### src/rtl/fc_input_sequencer.sv
// Collects a stream of signed elements into an N_IN-wide vector, hands it to an FC layer,
// then waits for completion (or a timeout), captures the result and clears the layer.
module fc_input_sequencer #(
    parameter int N_IN    = 9,
    parameter int DW      = 32,
    parameter int TIMEOUT = 64
) (
    input  logic                   clk,
    input  logic                   rst,
    input  logic                   in_valid,
    input  logic signed [DW-1:0]   in_data,
    input  logic                   in_last,
    output logic                   in_ready,
    output logic [N_IN*DW-1:0]     fc_vec,
    output logic                   fc_enable,
    output logic                   fc_rst,
    input  logic                   fc_done,
    input  logic signed [DW-1:0]   fc_result,
    output logic                   res_valid,
    output logic [DW-1:0]          res_data,
    output logic                   err_timeout,
    output logic [1:0]             state_dbg
);

    // Handshake: an element transfers on a rising edge where in_valid && in_ready;
    // in_ready depends only on state (and reset), never on in_valid.

    localparam int IW = (N_IN > 1) ? $clog2(N_IN) : 1;
    localparam int CW = (TIMEOUT > 1) ? $clog2(TIMEOUT) : 1;

    typedef enum logic [1:0] {
        FILL  = 2'd0,
        ISSUE = 2'd1,
        WAIT  = 2'd2,
        CLEAR = 2'd3
    } state_t;

    state_t            state, state_nxt;
    logic [IW-1:0]     idx;
    logic [CW-1:0]     wcnt;
    logic [DW-1:0]     slot [N_IN];
    logic              accept;
    logic              last_slot;
    logic              vec_end;
    logic              done_hit;
    logic              to_hit;

    assign accept    = in_valid && in_ready;
    assign last_slot = (idx == IW'(N_IN - 1));
    assign vec_end   = accept && (last_slot || in_last);
    assign done_hit  = (state == WAIT) && fc_done;
    assign to_hit    = (state == WAIT) && !fc_done && (wcnt == CW'(TIMEOUT - 1));

    // in_ready is also gated by reset so every output reads 0 while rst is low.
    assign in_ready  = (state == FILL) && rst;
    assign fc_enable = (state == ISSUE) || (state == WAIT);
    assign fc_rst    = (state == CLEAR);
    assign state_dbg = state;

    always_ff @(posedge clk or negedge rst) begin
        if (!rst) begin
            state <= FILL;
        end else begin
            state <= state_nxt;
        end
    end

    always_comb begin
        state_nxt = state;
        case (state)
            FILL:    if (vec_end) state_nxt = ISSUE;
            ISSUE:   state_nxt = WAIT;
            WAIT:    if (done_hit || to_hit) state_nxt = CLEAR;
            CLEAR:   state_nxt = FILL;
            default: state_nxt = FILL;
        endcase
    end

    always_ff @(posedge clk or negedge rst) begin
        if (!rst) begin
            idx         <= '0;
            wcnt        <= '0;
            res_valid   <= 1'b0;
            res_data    <= '0;
            err_timeout <= 1'b0;
            for (int i = 0; i < N_IN; i++) slot[i] <= '0;
        end else begin
            res_valid <= done_hit;
            if (accept) begin
                idx <= vec_end ? '0 : idx + 1'b1;
            end
            // An early in_last zero-fills the untouched tail in the same edge.
            for (int i = 0; i < N_IN; i++) begin
                if (accept && (i == int'(idx))) begin
                    slot[i] <= in_data;
                end else if (vec_end && (i > int'(idx))) begin
                    slot[i] <= '0;
                end
            end
            if (state == ISSUE) begin
                wcnt <= '0;
            end else if (state == WAIT) begin
                wcnt <= wcnt + 1'b1;
            end
            if (done_hit) res_data <= fc_result;
            if (to_hit) err_timeout <= 1'b1;
        end
    end

    for (genvar g = 0; g < N_IN; g++) begin : g_pack
        assign fc_vec[g*DW +: DW] = slot[g];
    end

endmodule

### config.mk
export PLATFORM = sky130hd
export DESIGN_NAME = fc_input_sequencer
export DESIGN_NICKNAME = d
export VERILOG_FILES = /design/src/rtl/fc_input_sequencer.sv
export SDC_FILE = /design/constraint.sdc
export NUM_CORES = 1
export LEC_CHECK = 0
export ABC_AREA = 1
export CAP_MARGIN = 10
export CORE_ASPECT_RATIO = 1.4
export CORE_UTILIZATION = 48
export CTS_BUF_LIST = sky130_fd_sc_hd__clkbuf_16
export DETAILED_ROUTE_END_ITERATION = 6
export PLACE_DENSITY = 0.81
export REMOVE_ABC_BUFFERS = 1
export SYNTH_ARGS = -nofsm -noshare
export SYNTH_HDL_FRONTEND = slang
export SYNTH_SLANG_ARGS = --single-unit
### constraint.sdc
create_clock -name clk -period 2 [get_ports clk]
set_clock_uncertainty 0.15 [all_clocks]
set_input_delay 0.5 -clock clk [delete_from_list [all_inputs] [get_ports clk]]
set_output_delay 0.5 -clock clk [all_outputs]
set_load 0.01 [all_outputs]
Word-level counts from Yosys, hierarchy flattened
Cells that the tools add are included.

Multiplexer cells: 22. Equality and inequality tests: 15. Order comparisons: 8. Add/subtract/negate cells: 2. Reduce and logical (&&, ||, !) cells: 39.

Operator list (count): 32-bit two-way mux (16); 1-bit logical AND (23); 4-bit equality test (first input constant) (5); 2-bit nonzero test (9); 3-bit by 4-bit greater-than comparator with 1-bit output (first input constant) (4); 6-bit two-way mux (2); 3-bit by 4-bit equality test with 1-bit output (first input constant) (2); 2-bit by 4-bit greater-than comparator with 1-bit output (first input constant) (2); 2-bit case mux with 4 select lines (1); 6-bit by 1-bit adder with 6-bit output (second input constant) (1); 6-bit equality test (second input constant) (1); 4-bit by 1-bit adder with 4-bit output (second input constant) (1); 2-bit equality test (second input constant) (2); 2-bit by 4-bit equality test with 1-bit output (first input constant) (1); 4-bit equality test (second input constant) (1); 1-bit by 4-bit greater-than comparator with 1-bit output (first input constant) (1); 4-bit greater-than comparator (first input constant) (1); 4-bit zero test (1); 2-bit two-way mux (2); 4-bit two-way mux (1); 1-bit logical OR (3); 2-bit by 1-bit equality test with 1-bit output (second input constant) (1); 2-bit zero test (1); 2-bit by 1-bit inequality test with 1-bit output (second input constant) (1); 3 further kinds (3).

Logic and storage cells: 101. Output and inout bits: 327. Bits of input ports: 69. Register bits after elaboration: 334.

Longest topological paths before layout
Depth in word-level cells: 7. Gate-level depth with buffers: 11. Gate-level depth less buffers: 10.

Least setup slack after synthesis
Ideal clock, no wire load.

Kind: register -> register. Start point: register state[0] (netlist: state_dbg[0]). End point: register slot, in the netlist fc_vec[257]. Required time: 1.732 ns. Stages on the path, launching flop included: 9. Period minus slack after synthesis: 1.939 ns. Slack: 0.061 ns. Arrival time: 1.671 ns. Library setup time: 0.118 ns. Buffers on the path: 1. Path through: dfrtp_1 > inv_1 > ha_1 > nand3_2 > nor3_1 > inv_1 > clkbuf_1 > nand3_1 > nand2_1.

Longest elaborated chain between the ends: 6. Elaborated cells between the ends (all ways): 8. Classes of those cells: mux (1); reduce/logical (7).

RTL lines: start: declaration (line 38) `state_t state, state_nxt;`; start signal: assignment (line 64) `state <= state_nxt;`; 2-bit zero test (*) (line 55) `assign in_ready = (state == FILL) && rst;`; 1-bit logical AND (*) (line 55); 1-bit logical AND (*) (line 48) `assign accept = in_valid && in_ready;`; 1-bit logical AND (line 50) `assign vec_end = accept && (last_slot || in_last);`; 1-bit logical AND (line 96) `end else if (vec_end && (i > int'(idx))) begin`; 2-bit nonzero test (no line); end signal: indexed assignment (line 95) `slot[i] <= in_data;`; end: declaration (line 41) `logic [DW-1:0] slot [N_IN];`.

Mark *: on every way between the ends. The rest lies on a longest branch, timed or not. A chain may end at the register's enable or synchronous reset.

Worst setup path in the final report
Start point: register state[1] (netlist: state_dbg[1]). End point: output fc_rst.

Longest elaborated chain between the ends: 1.

RTL lines: 2-bit equality test (line 57) `assign fc_rst = (state == CLEAR);`; end: declaration (line 16) `output logic fc_rst,`.

Every way passes these cells.

==> impl_results.md <==
* Register area share after synthesis at 62.2%
* Final Hold Viols at 80
* Ant diodes at 0
* Skew-Pair Late Insertion Delay at 0.56 ns
* Vias after detailed routing at 12400
* Power Internal at 17.6 mW
* Initial Util at 48.8%
* Antenna viol nets, final at 0
* DRT Wirelength at 46.9 mm
* Warnings from Yosys at 0
* Core area at 27600 um2
* Share of layout cells above drive strength 1 at 8.40%
* Met3 global-route usage at 6.30%
* # port buffers at 395
* Die height at 200 um
* Pleak at 11.1 nW
* Total negative slack at -0.134 ns
* Maximum vdd drop at 0.000882 V
* Xor-xnor portion of the synthesized cell area at 0%
* Max clock buf depth at 3
* Gr busiest metal: met2
* Psw at 9.67 mW
* Post-synth cell types at 20
* Fmax at 484 MHz
* Worst setup margin at -0.0664 ns
* Crit path DAT at 1.42 ns
* Cell area after layout at 19100 um2
* Die W at 143 um
* Row count at 72
* Synthesized area at 13400 um2
* Actual slew at the worst max-slew pin at 0.802 ns
* RSZ-0062 raised after global routing: yes
* Die Area at 28700 um2
* Fin. max-slew vios at 0
* Clock power share at 23.8%
* DR iter-0 viols at 818
* Post-synthesis simple-gate area fraction at 29.6%
* PD cells at 1430 nW/um2
* CP Capture Type: output pin
* Max-cap check violation count at 0
* DP HPWL at 31.6 mm
* Dpl cell area at 18300 um2
* Mean Syn Cell Area at 8.80 um2
* GR Overflow Total at 0
* Worst EP required at 1.35 ns
* Wirelength per Cell at 20.3 um
* Clock sink count at 334
* CTS tree: done
* Num ports at 396
* CTS buffer count at 31
* TritonRoute pass-1 iters at 5
* Startpoint Class: register
* Synth-to-layout area growth at 42.2%
* Vias in the first global route at 12600
* Root Driver: clkbuf_16
* DRC Markers at 0
* Comb power frac at 36.3%
* GR Util met2 at 56.1%
* Final setup fails at 3
* M1 GR Usage at 38.4%
* Initial antenna violation count at 0
* Reg power frac at 40.0%
* Relative slew slack at 46.6%
* Post-route minimum period at 2.07 ns
* Routed vias/inst at 5.35
* Post-synth top area cell: dfrtp_1
* Gp weighted congestion at 0.889
* Hold_ws at -0.203 ns
* Result of the run: finished, violations left
* Critical path type: register to output pin
* Adder-cell share of the synthesized area at 0.838%
* Cells after synthesis at 1528
* Post-synthesis mux area share at 0%
* Sw Ratio at 35.5%
* Largest family of logic cells by synthesized area: simple AND/OR/NAND/NOR gates
* Synthesized flop and latch total at 334
* Final nets at 1994
* H-tree depth at 1
* Layout fillers at 2233
* Tightest Hold Check Type: input pin to async pin
* Failing checks: negative hold slack, negative setup slack
* GR Util All Layers at 33.0%
* Pin count of the biggest net entering global routing at 96
* Leading post-synthesis cells by cell area: dfrtp_1 (62%), nand2_1 (19%), nand3_1 (10%), clkbuf_1 (1.7%), inv_1 (1.5%)
* Period Utilization, post-route at 103%
* Post-synthesis compound-gate area fraction at 1.85%
* Clock-pin slew on the worst setup and hold paths at 0.06 ns
* Share of the synthesized area in the top cell type at 62.2%
* Crit path max fanout at 4
* Global-route wire length before repair at 70.6 mm
## worst paths after layout
kind	cells after the start	from	endpoint	slack, ns
worst max register to register	9	state_dbg[1]$_DFFE_PN0P_	fc_vec[166]$_DFFE_PN0P_	0.01
min in group clk	3	fc_result[20]	res_data[20]$_DFFE_PN0P_	0.31
worst min-delay path	2	rst	fc_vec[1]$_DFFE_PN0P_	-0.20
max in group asynchronous	3	rst	fc_vec[242]$_DFFE_PN0P_	0.69
worst min register to register	1	err_timeout$_DFFE_PN0P_	err_timeout$_DFFE_PN0P_	0.31
worst max-delay path	3	state_dbg[1]$_DFFE_PN0P_	fc_rst	-0.07
## per-stage QoR
stage          hold WS, ns  std cells  setup WS (ns)  util, %  total power [mW]
2_1_floorplan       0.0544       1410          -1.22        -              15.0
3_3_place_gp         0.298       2251         -0.304     66.5              22.2
3_5_place_dp         0.312       2251         -0.338     66.5              22.5
4_1_cts             -0.168       2309        -0.0941     69.1              27.3
5_1_grt             -0.170       2310         -0.111     69.3              28.8
6_report            -0.203       2310        -0.0664     69.3              27.2
## power groups by stage
stage                     Clock, mW  Combinational (mW)  Sequential, mW
after floorplan                   0                2.91            12.1
final                          6.48                9.88            10.9
after global placement            0                11.2            10.9
after global routing           6.83                10.8            11.2
after detailed placement          0                11.5            11.0
after CTS                      6.54                9.91            10.9
## Yosys cell counts
library cell,number
nor3_4,1
inv_1,55
nor3_1,4
nor2_1,9
buf_1,17
o21ai_1,4
a31o_2,1
nand3_1,268
a21oi_1,7
nand4_1,3
o21ai_0,37
clkbuf_1,61
buf_2,33
buf_4,7
ha_1,9
nand3_2,4
inv_2,7
dfrtp_1,334
or2_2,1
nand2_1,666
## repair_timing
action                     4_1_cts  5_1_grt
hold endpoints to repair        80       80
pin swaps                        0        2
cloned                           0        1
gates resized for setup        345        9
setup endpoints to repair      556      153
buffers inserted                 1        0
## metal layers
| layer | up-vias | part of all wire (%) |
|---|---|---|
| li1 | 5589 | - |
| met1 | 5977 | 36 |
| met2 | 628 | 50 |
| met3 | 165 | 7.8 |
| met4 | 0 | 6.8 |
| met5 | - | 0 |
## placed cells by master (no fill, tap or decap), drive strengths merged, types with 8 or more instances in the layout
master         instances
clkbuf                33
dlygate4sd2          321
nor2                   9
inv                   63
bufinv                 8
dfrtp                334
ha                     9
o21ai                 41
nand2                666
clkdlybuf4s50         67
buf                   81
clkinv                12
nand3                272
## state kept, by name, indices dropped and copies added (netlist names)
register and cells:
idx 4, fc_vec 288, state_dbg 2, wcnt 6, res_data 32, err_timeout 1, res_valid 1
## worst max-delay path: stages, from the launching register on
cell and delay [ns]:
dfrtp_1 0.39, buf_4 0.16, ha_1 0.17, buf_2 0.13
## final cells by class
class                           instances  area (um2)  share of cell area [%]
Sequential cell                       334        8360                    43.7
Clock inverter                         26         332                    1.74
Clock buffer                           31         776                    4.06
Timing Repair Buffer                  473        4550                    23.8
Multi-Input combinational cell       1014        4390                    23.0
Inverter                               62         240                    1.26
Tap cell                              370         463                    2.42
## cells by family (layout without fill, tap and decap cells)
group,after synthesis,in the layout
AOI/OAI and AO/OA,49,49
and+or+nand+nor,956,956
adders and majority gates,9,9
buffers and inverters,180,592
DFF,334,334
Power figures use the tool's default switching activity.
==> patch, RTL diff (same settings) <==
Set the parameter `TIMEOUT` to 128 (it was 64).
--- a/src/rtl/fc_input_sequencer.sv
+++ b/src/rtl/fc_input_sequencer.sv
@@ -3,7 +3,7 @@
 module fc_input_sequencer #(
     parameter int N_IN    = 9,
     parameter int DW      = 32,
-    parameter int TIMEOUT = 64
+    parameter int TIMEOUT = 128
 ) (
     input  logic                   clk,
     input  logic                   rst,
Function: no difference found for any inputs over 4 cycles, from zero or initial values and one cycle with rst low; that may be too few to reach the edited logic, so the function may still have changed.
==> patch against the original RTL <==
The flow finishes with violations (setup timing); die area up 0.12%; area after synthesis grew 0.12%; sequential cell count is 1 higher; maximum frequency decreased by 3.1%; final area up 0.10%; worst setup slack worse by 66 ps; sequential share of layout area up 0.092 points; wire length decreased by 1.6%; power decreased by 0.40%; critical path type unchanged; critical endpoint is now in_ready.
==> patch: results (changes against the original RTL) <==
Synth
  • Post-synth top cells: nand2_1, dfrtp_1, nand3_1
  • Library cells used by synthesis: 21 (+5.0%)
  • Post-synthesis sequential area ratio: 0.6230 (+0.001108)
  • Cells after Synth: 1,535 (+0.46%)
  • Most area-consuming cells after synthesis: dfrtp_1, nand2_1, nand3_1

Worst setup path
  • Crit-path max cell delay: 420 ps (+30 ps)
  • Slowest-stage cell, CP: dfrtp_1
  • Largest delay share family, worst path: flip-flops
  • Crit-path max FO: 5 (+1)
  • Critical Path AT: 1480 ps (+60 ps)

Place
  • Routability Congestion: 0.8659 (-2.6%)
  • Detail Placement HPWL: 32.08 mm (+1.4%)
  • DP Worst Slack: -329.9 ps (+8.412 ps)
  • Dpl cells: 2,259 (+0.36%)

Routing
  • DR iter-0 viols: 726 (-11%)
  • Wire length per cell: 19.89 um (-2.0%)
  • Routed vias: 12,378 (+0.15%)
  • Highest routed layer: met4
  • Met1 Wirelength: 16.79 mm (-0.30%)
  • Met2 WL post-DR: 22.91 mm (-1.4%)
  • Met3 wire length: 3.479 mm (-4.8%)
  • Via-per-instance ratio: 5.333 (-0.32%)

Layout
  • Flip-flop and latch count: 335 (+0.30%)
  • Layout Nets: 2,006 (+0.60%)
  • Logic inverters: 64 (+3.2%)
  • Fillers: 2,255 (+0.99%)
  • Layout cell share with drive strength beyond 1: 0.09021 (+0.006190)
  • Multi-input comb cells: 1,018 (+0.39%)
  • Layout non-clock buf frac: 0.2370 (-0.0009682)
  • Multi-input logic area: 0.004420 sq mm (+0.66%)
  • Clock-cell share: 0.05678 (-0.001173)
  • Bufs w/o clock: 478 (+1.1%)

Power and ir drop
  • Net Sw Power: 0.009732 W (+0.66%)
  • Combinational share of power: 0.365 (+0.002)
  • Peak VDD IR: 788.8 uV (-11%)
  • PwrDens: 1418 mW/mm^2 (-0.51%)
  • Leakage power: 11.15 nW (+0.21%)
  • Total power: 0.02713 W (-0.40%)

Clock network
  • Number of CTS-inserted buffers: 31 (unchanged)
  • CTS Root Cell: clkbuf_16
  • Setup Buffers After CTS: 4 (+3)
  • PostCTS Resize Cnt: 351 (+1.7%)

Run status
  • Outcome: finished with violations
  • Failing checks: setup timing

Global route
  • Initial antenna violation count: 0 (unchanged)
  • Met3 global-route usage: 0.06120 (-0.001777)
  • Overall routing resource usage: 0.3273 (-0.002625)
  • Largest net degree at the start of global routing: 151 (+57%)
  • First-pass GRT wire length: 70.88 mm (+0.34%)
  • Met2 Resource Use GR: 0.5541 (-0.006678)
  • Grt met1 use: 0.3849 (+0.0004245)

STA
  • Final TNS setup: -262.6 ps (-128.4 ps)
  • Setup violators final: 4 (+1)
  • Worst setup margin: -132.0 ps (-65.56 ps)
  • Worst-Margin Slew: 886.6 ps (+85.09 ps)

Floorplan
  • Die area: 0.02872 sq mm (+0.12%)
-- patch: final timing paths --
kind / slack [ps] / startpoint / endpoint / cells after the start
hold reg to reg: 330 / err_timeout$_DFFE_PN0P_ / err_timeout$_DFFE_PN0P_ / 2
max in group asynchronous: 940 / rst / fc_vec[188]$_DFFE_PN0P_ / 3
setup / recovery: -130 / state_dbg[1]$_DFFE_PN0P_ / in_ready / 5
setup reg to reg: -40 / state_dbg[1]$_DFFE_PN0P_ / fc_vec[260]$_DFFE_PN0P_ / 9
hold / removal: 10 / rst / fc_vec[39]$_DFFE_PN0P_ / 3
min in group clk: 310 / fc_result[31] / res_data[31]$_DFFE_PN0P_ / 3
-- patch: kinds of logic after synthesis --
logic type / Yosys count / share of synthesized area
xor gates and xnor gates: 1 / 0.0006510
DFF: 335 / 0.6230
buffers and inverters: 182 / 0.05449
and+or+nand+nor: 959 / 0.2952
AOI/OAI and AO/OA: 49 / 0.01823
adders and majority gates: 9 / 0.008369
